File: src/rtl/vlsu_pkg.sv
// Shared store-path types and helpers: the per-burst control entry and the
// ceil-divide used to size bursts in bus beats.
package vlsu_pkg;

  localparam int unsigned MaxOffsetWidth = 8;
  localparam int unsigned MaxLenWidth    = 32;
  localparam int unsigned PosWidth       = MaxLenWidth + 1;
  localparam int unsigned SumWidth       = MaxLenWidth + 2;

  // Widths are fixed at their maximum so the type is usable at any bus width.
  typedef struct packed {
    logic [MaxOffsetWidth-1:0] offset;
    logic [MaxLenWidth-1:0]    nbytes;
  } store_txn_t;

  function automatic logic [PosWidth-1:0] ceil_beats(input logic [PosWidth-1:0] nbytes,
                                                     input int unsigned bsize);
    logic [SumWidth-1:0] sum;
    sum = {1'b0, nbytes} + (SumWidth'(1) << bsize) - SumWidth'(1);
    return PosWidth'(sum >> bsize);
  endfunction

endpackage

File: src/rtl/store_w_align.sv
// Byte realigner: shifts the current stream word up by the start offset and
// fills the low bytes from the residue carried over from the previous word.
module store_w_align
  import vlsu_pkg::*;
#(
  parameter int unsigned AxiDataWidth = 64
) (
  input  logic [AxiDataWidth-1:0]              word_i,
  input  logic [AxiDataWidth-1:0]              residue_i,
  input  logic [$clog2(AxiDataWidth/8)-1:0]    offset_i,
  output logic [AxiDataWidth-1:0]              beat_o,
  output logic [AxiDataWidth-1:0]              residue_o
);

  localparam int unsigned busBytes = AxiDataWidth / 8;
  localparam int unsigned busBSize = $clog2(busBytes);

  genvar gi;
  for (gi = 0; gi < busBytes; gi++) begin : g_byte
    logic [busBSize-1:0] src;
    // Source index wraps modulo B: below the offset it addresses the word's top bytes.
    assign src = busBSize'(gi) - offset_i;
    assign beat_o[gi*8 +: 8]    = (busBSize'(gi) >= offset_i) ? word_i[src*8 +: 8]
                                                               : residue_i[gi*8 +: 8];
    assign residue_o[gi*8 +: 8] = (busBSize'(gi) < offset_i) ? word_i[src*8 +: 8] : 8'h00;
  end

endmodule

File: src/rtl/store_w_packer.sv
// Packs a contiguous store byte stream into AXI W beats aligned to the
// burst's start offset, with byte strobes, wlast and a done pulse.
module store_w_packer
  import vlsu_pkg::*;
#(
  parameter int unsigned AxiDataWidth = 64,
  parameter int unsigned LenWidth     = 16
) (
  input  logic                                 clk_i,
  input  logic                                 rst_ni,
  input  logic                                 txn_valid_i,
  output logic                                 txn_ready_o,
  input  logic [$clog2(AxiDataWidth/8)-1:0]    txn_offset_i,
  input  logic [LenWidth-1:0]                  txn_nbytes_i,
  input  logic                                 seq_valid_i,
  output logic                                 seq_ready_o,
  input  logic [AxiDataWidth-1:0]              seq_data_i,
  output logic                                 w_valid_o,
  input  logic                                 w_ready_i,
  output logic [AxiDataWidth-1:0]              w_data_o,
  output logic [AxiDataWidth/8-1:0]            w_strb_o,
  output logic                                 w_last_o,
  output logic                                 txn_done_o
);

  localparam int unsigned busBytes = AxiDataWidth / 8;
  localparam int unsigned busBSize = $clog2(busBytes);
  localparam int unsigned CntWidth = LenWidth - busBSize + 1;
  localparam logic [CntWidth-1:0] CntOne = CntWidth'(1);

  localparam logic [1:0] IDLE   = 2'd0;
  localparam logic [1:0] STREAM = 2'd1;
  localparam logic [1:0] FLUSH  = 2'd2;

  logic [1:0]              state_reg, state_next;
  store_txn_t              txn_reg;
  logic [CntWidth-1:0]     k_reg, in_words_reg, out_beats_reg;
  logic [CntWidth-1:0]     in_words_next, out_beats_next;
  logic [AxiDataWidth-1:0] residue_reg, residue_next, align_word, beat_data;
  logic                    txn_ready_reg;
  logic                    txn_fire, w_fire, beat_valid, is_last;
  logic [busBSize-1:0]     off;
  logic [PosWidth-1:0]     start_pos, end_pos;
  logic [busBytes-1:0]     strb;

  assign off       = txn_reg.offset[busBSize-1:0];
  assign start_pos = PosWidth'(txn_reg.offset);
  assign end_pos   = PosWidth'(txn_reg.nbytes) + start_pos;

  assign in_words_next  = CntWidth'(ceil_beats(PosWidth'(txn_nbytes_i), busBSize));
  assign out_beats_next = CntWidth'(ceil_beats(PosWidth'(txn_nbytes_i) + PosWidth'(txn_offset_i),
                                               busBSize));

  always_comb begin
    beat_valid  = 1'b0;
    seq_ready_o = 1'b0;
    case (state_reg)
      STREAM: begin
        beat_valid  = seq_valid_i;
        seq_ready_o = w_ready_i;
      end
      FLUSH:   beat_valid = 1'b1;
      default: ;
    endcase
  end

  // The flush beat has no input word; only the carried residue contributes.
  assign align_word = (state_reg == STREAM) ? seq_data_i : '0;

  store_w_align #(
    .AxiDataWidth(AxiDataWidth)
  ) u_align (
    .word_i   (align_word),
    .residue_i(residue_reg),
    .offset_i (off),
    .beat_o   (beat_data),
    .residue_o(residue_next)
  );

  genvar gi;
  for (gi = 0; gi < busBytes; gi++) begin : g_strb
    logic [PosWidth-1:0] pos;
    assign pos     = PosWidth'({k_reg, busBSize'(gi)});
    assign strb[gi] = (pos >= start_pos) && (pos < end_pos);
  end

  assign txn_fire    = txn_valid_i & txn_ready_reg;
  assign is_last     = (k_reg == out_beats_reg - CntOne);
  assign w_fire      = beat_valid & w_ready_i;
  assign w_valid_o   = beat_valid;
  assign w_data_o    = beat_valid ? beat_data : '0;
  assign w_strb_o    = beat_valid ? strb : '0;
  assign w_last_o    = beat_valid & is_last;
  assign txn_done_o  = w_fire & is_last;
  assign txn_ready_o = txn_ready_reg;

  always_comb begin
    state_next = state_reg;
    case (state_reg)
      IDLE:   if (txn_fire) state_next = STREAM;
      STREAM: begin
        if (w_fire) begin
          if (is_last)                          state_next = IDLE;
          else if (k_reg + CntOne == in_words_reg) state_next = FLUSH;
        end
      end
      FLUSH:   if (w_fire) state_next = IDLE;
      default: state_next = IDLE;
    endcase
  end

  always_ff @(posedge clk_i or negedge rst_ni) begin
    if (!rst_ni) begin
      state_reg     <= IDLE;
      txn_reg       <= '0;
      k_reg         <= '0;
      in_words_reg  <= '0;
      out_beats_reg <= '0;
      residue_reg   <= '0;
      txn_ready_reg <= 1'b0;
    end else begin
      state_reg     <= state_next;
      // Registered so no ready input reaches txn_ready_o combinationally.
      txn_ready_reg <= (state_next == IDLE);
      if (txn_fire) begin
        txn_reg.offset <= MaxOffsetWidth'(txn_offset_i);
        txn_reg.nbytes <= MaxLenWidth'(txn_nbytes_i);
        in_words_reg   <= in_words_next;
        out_beats_reg  <= out_beats_next;
        k_reg          <= '0;
        residue_reg    <= '0;
      end else if (w_fire) begin
        k_reg       <= k_reg + CntOne;
        residue_reg <= residue_next;
      end
    end
  end

  a_nbytes_nonzero : assert property (@(posedge clk_i) disable iff (!rst_ni)
    txn_fire |-> (txn_nbytes_i != '0));

endmodule

File: config.mk
export PLATFORM = sky130hd
export DESIGN_NAME = store_w_packer
export DESIGN_NICKNAME = d
export VERILOG_FILES = /design/src/rtl/vlsu_pkg.sv /design/src/rtl/store_w_align.sv /design/src/rtl/store_w_packer.sv
export SDC_FILE = /design/constraint.sdc
export NUM_CORES = 1
export LEC_CHECK = 0
export CAP_MARGIN = 10
export CORE_MARGIN = 2
export CORE_UTILIZATION = 50
export CTS_BUF_LIST = sky130_fd_sc_hd__clkbuf_4 sky130_fd_sc_hd__clkbuf_8 sky130_fd_sc_hd__clkbuf_16
export DETAILED_ROUTE_END_ITERATION = 10
export PLACE_DENSITY = 0.87
export SLEW_MARGIN = 20
export SYNTH_ARGS = -nofsm -noshare
export SYNTH_HDL_FRONTEND = slang
export SYNTH_SLANG_ARGS = --single-unit
File: constraint.sdc
create_clock -name clk_i -period 3.9 [get_ports clk_i]
set_input_delay 0.78 -clock clk_i [delete_from_list [all_inputs] [get_ports clk_i]]
set_output_delay 0.78 -clock clk_i [all_outputs]
set_load 0.005 [all_outputs]
# == Word-level counts from Yosys, hierarchy flattened ==
# Index checks and enable logic that the tools add are counted.
# word_totals
regBits,128
elab_cells,114
input_bits,88
# classes
bitwise_logic,4
mux,31
add_sub_neg,16
n_shift,8
eq_ne,4
n_reduce_logical,11
magnitude_cmp,32
# op_table
op,count
$shiftx 64x7->8,8
$mux 64,4
$ge 17x3->1,8
$lt 17x17->1,8
$mux 8,17
$add 16x3->17,2
$sub 17x1->17 const B,2
$eq 14x14->1,2
$mux 14,2
$add 16x4->17 const B,1
$add 17x4->17 const B,1
$add 14x1->14 const B,1
$sub 14x1->14 const B,1
$ge 3x3->1 const A,4
$lt 3x3->1 const A,4
$sub 3x3->3 const A,4
$mux 2,5
$logic_and 1x1->1,8
$ge 1x3->1 const A,2
$ge 2x3->1 const A,2
$lt 1x3->1 const A,2
$lt 2x3->1 const A,2
$pmux 2 s3,1
$sub 1x3->3 const A,2
8 further kinds,13

# == Depth between registers and ports, before layout ==
# depth
ltp_word,7
ltp_mapped,14
ltp_nobuf,14

# == By module ==
# Synthesis repeated with hierarchy kept, for this count alone.
# unflattened
hier_cells,1434
area_unflattened_um2,11845.1
# by_module_without_submodules
module,n_inst,cells_per_inst,seq_area_each_um2,area_per_inst_um2
store_w_packer,1,1024,3203.1,8241.7
store_w_align,1,410,0.0,3603.5

# == Least setup slack after synthesis ==
# Ideal clock, no wire load.
# synth_path
path_type,reg-to-output
start,"reg txn_reg, in the netlist off[0]"
end,out w_strb_o[6]
path_stages_with_launch,14
required_ns,3.120
arrival_ns,3.123
slack_ns,-0.003
cell_sequence,dfrtp_1 -> ha_1 -> fa_1 -> a21oi_1 -> nand2b_1 -> xor2_1 -> ha_1 -> a21o_1 -> a21o_1 -> a21oi_1 -> nor2_1 -> a2111oi_0 -> o211ai_1 -> a311oi_1
# synth_between
elab_chain_cells,4
elab_cells_between_ends,5
# synth_rtl
item,line_no,rtl
start: declaration,store_w_packer.sv:36,store_txn_t txn_reg;
$add 16x3->17,store_w_packer.sv:48,assign end_pos = PosWidth'(txn_reg.nbytes) + start_pos;
$lt 17x17->1,store_w_packer.sv:84,assign strb[gi] = (pos >= start_pos) && (pos < end_pos);
$logic_and 1x1->1 *,store_w_packer.sv:84,
$mux 8 *,store_w_packer.sv:92,assign w_strb_o = beat_valid ? strb : '0;
end: declaration,store_w_packer.sv:21,"output logic [AxiDataWidth/8-1:0] w_strb_o,"
# Mark *: on every way between the ends. The rest lies on a longest branch, timed or not.

# == Worst setup path in the final report ==
# Ends and elaborated chain as after synthesis.

==> reports/qor.csv <==
stage,metric,value,unit
logic_synthesis,Ys Warns,0,
logic_synthesis,Cells after Synth,1357,
clocking,Num CTS Buffers,17,
routing,Final ANT Viol Nets,0,
floorplan,core footprint,0.0204,mm²
clocking,root buf cell,clkbuf_16,
logic_synthesis,number of synthesized flops with an enable pin,0,
global_route,first-pass GRT wire length,56400,µm
floorplan,row count,52,
logic_synthesis,"Primary FF master, synth",dfrtp_1,
sta,RSZ-0062 raised after global routing,yes,
logic_synthesis,sequential-to-total area share from yosys stat,28.8,%
floorplan,io pins,165,
setup_path,crit path buf inv count,3,
logic_synthesis,synthesized area,0.0104,mm²
setup_path,"CP delay by family, top",compound AO/OA/AOI/OAI gates,
sta,Rel. slew slack,39.4,%
placement,PortBufs,164,
status,violations in the final reports,setup timing,
status,status,"finished, violations left",
layout,antenna cells,0,
layout,share of cells above drive strength 1,22.0,%
sta,# setup viols final,16,
clocking,# hold bufs at CTS,0,
layout,area grow syn2layout,37.7,%
logic_synthesis,Yosys reg bits,120,
logic_synthesis,"Distinct cells, synth",73,
placement,global placement routability congestion,0.966,
hold_path,Hold Crit Class,in -> async,
logic_synthesis,Mean Syn Cell Area,7.68,µm²
floorplan,die area,0.0220,mm²
routing,DR pass1 iterations,10,
sta,Max Clock Freq,205,MHz
floorplan,height of the die,148,µm
clocking,worst-skew pair later-pin latency,0.44,ns
job,MaxCap Viol Count,0,
global_route,largest net degree at the start of global routing,65,
sta,crit share post-route,125,%
routing,WL/cell,21.9,µm
routing,Vias per Instance,6.47,
clocking,Num Clock Sinks,120,
global_route,total grt overflow,0,
routing,DRC Markers,0,
power,Power Dens Cells,858,mW/mm²
sta,Least-Margin Pin Slew,0.910,ns
global_route,Tot GR Track Use,32.3,%
global_route,vias in the first global route,10600,
logic_synthesis,Async SR Flop Fraction,100,%
power,worst vdd ir,0.000557,V
layout,most frequent cells in the layout,"nand2_1 (193), nor2_1 (162), clkdlybuf4s50_1 (123)",
floorplan,Die X-Extent,148,µm
placement,DP Wirelength,25300,µm
setup_path,crit path cell chain,ha_4 -> fa_2 -> a21oi_4 -> nand2b_4 -> xor2_2 -> ha_1 -> a21o_1 -> a21o_1 -> a21oi_2 -> nor2_2 -> a2111oi_4 -> o211ai_1 -> buf_4 -> a311oi_2 -> buf_4 -> buf_6,
clocking,H-tree depth,4,
setup_path,CP required,3.12,ns
global_route,initial antenna violation count,0,
logic_synthesis,syn_nets,1488,
routing,Total Routed Length,40600,µm
sta,"Slew Viols, Final",0,
layout,max reg flops,56,
layout,final net count,1702,
setup_path,slowest CP cell,dfrtp_2,
clocking,TritonCTS clock tree,yes,
clocking,clock-pin slew on the worst setup and hold paths,0.07,ns
clocking,CTS Buffer Depth,2,
sta,Final Hold Viols,0,
setup_path,worst-path fanout max,3,
power,Static Leak,6.56,nW
routing,drt initial violations,1753,
power,"Power, Total",12.3,mW
floorplan,Initial Util,51.2,%
setup_path,largest stage delay on the critical path,0.43,ns
sta,Post-Route Skew,0.0136,ns
setup_path,CP Class,reg -> out,
layout,"most common cell after layout, fill and taps aside",nand2_1,
sta,Final WS setup,-0.975,ns
setup_path,CP Launch Type,flop,
setup_path,Crit path arrival time,4.10,ns
sta,Final min period,4.88,ns
routing,via count,12000,
setup_path,CP Capture Type,output port,
layout,final design utilization,70.5,%
-- final cells by class --
type	count	area (µm²)
inverter	39	154
timing repair buffer	298	3000
clock inverter	15	148
fill	1392	6010
tap	270	338
clock buffer	17	425
sequential	120	3010
multi-input combinational	1095	7280
-- worst paths after layout --
kind                                       from              end  slack [ns]  cells past startpoint
worst max register to register     state_reg[1]  residue_reg[22]        1.02                     10
worst min register to register  residue_reg[52]  residue_reg[52]        0.49                      2
worst min-delay path                     rst_ni      txn_ready_o        0.45                      1
max in group asynchronous                rst_ni       txn_reg[3]        2.62                      2
worst max-delay path                     off[0]      w_strb_o[6]       -0.98                     16
min in group clk_i              residue_reg[52]  residue_reg[52]        0.49                      2
-- stage by stage --
stage                     TNS [ns]  hold slack, ns  cells  instance area (µm²)  setup slack, ns
after global routing         -8.45           0.513   1854                14400            -1.04
final                        -6.96           0.448   1854                14400           -0.975
after floorplan                  0           0.450   1357                10400           0.0502
after global placement       -5.24           0.461   1772                12700           -0.687
after CTS                    -4.50           0.486   1823                13700           -0.696
after detailed placement     -6.51           0.471   1772                12700           -0.803
-- synth_stat cells (all sizes together) (33+ instances only) --
cell type	instances	area [µm²]
nand3	85	435
clkbuf	60	225
buf	43	215
nor2	171	642
mux2	64	721
dfrtp	120	3000
xor2	33	297
o21ai	144	721
nand2	197	742
mux2i	59	591
xnor2	53	464
inv	39	146
a21oi	67	335
ha	42	526
-- what timing repair did --
action                                  4_1_cts  5_1_grt
resized for setup                           100      131
pin swaps                                    26       20
cloned                                        4        4
endpoints found under the hold margin         0        0
endpoints found under the setup margin       64       57
buffers inserted                             15       27
-- per-layer routing --
layer  part of all wire [%]  track usage [%]  routed length, µm
met1                     36             41.5              14400
met3                     12             6.84               4810
met2                     45             52.8              18300
met4                    7.5             14.3               3060
met5                      0                0                  0
-- report_power, final --
part / internal, mW / switching (mW) / total [mW]
combinational: 3.80 / 4.98 / 8.78
sequential: 1.58 / 0.376 / 1.96
clock: 0.854 / 0.727 / 1.58
total: 6.24 / 6.08 / 12.3
-- kinds of logic (layout without fill, tap and decap cells) --
family	Yosys count	in the layout	share of synthesized area, %
simple gates	545	545	23.6
compound gates	298	298	16.8
buf+inv	142	369	5.63
mux	123	123	12.6
flops	120	120	28.8
xor+xnor	86	86	7.30
fa+ha+maj	43	43	5.24
Power figures use the tool's default switching activity.
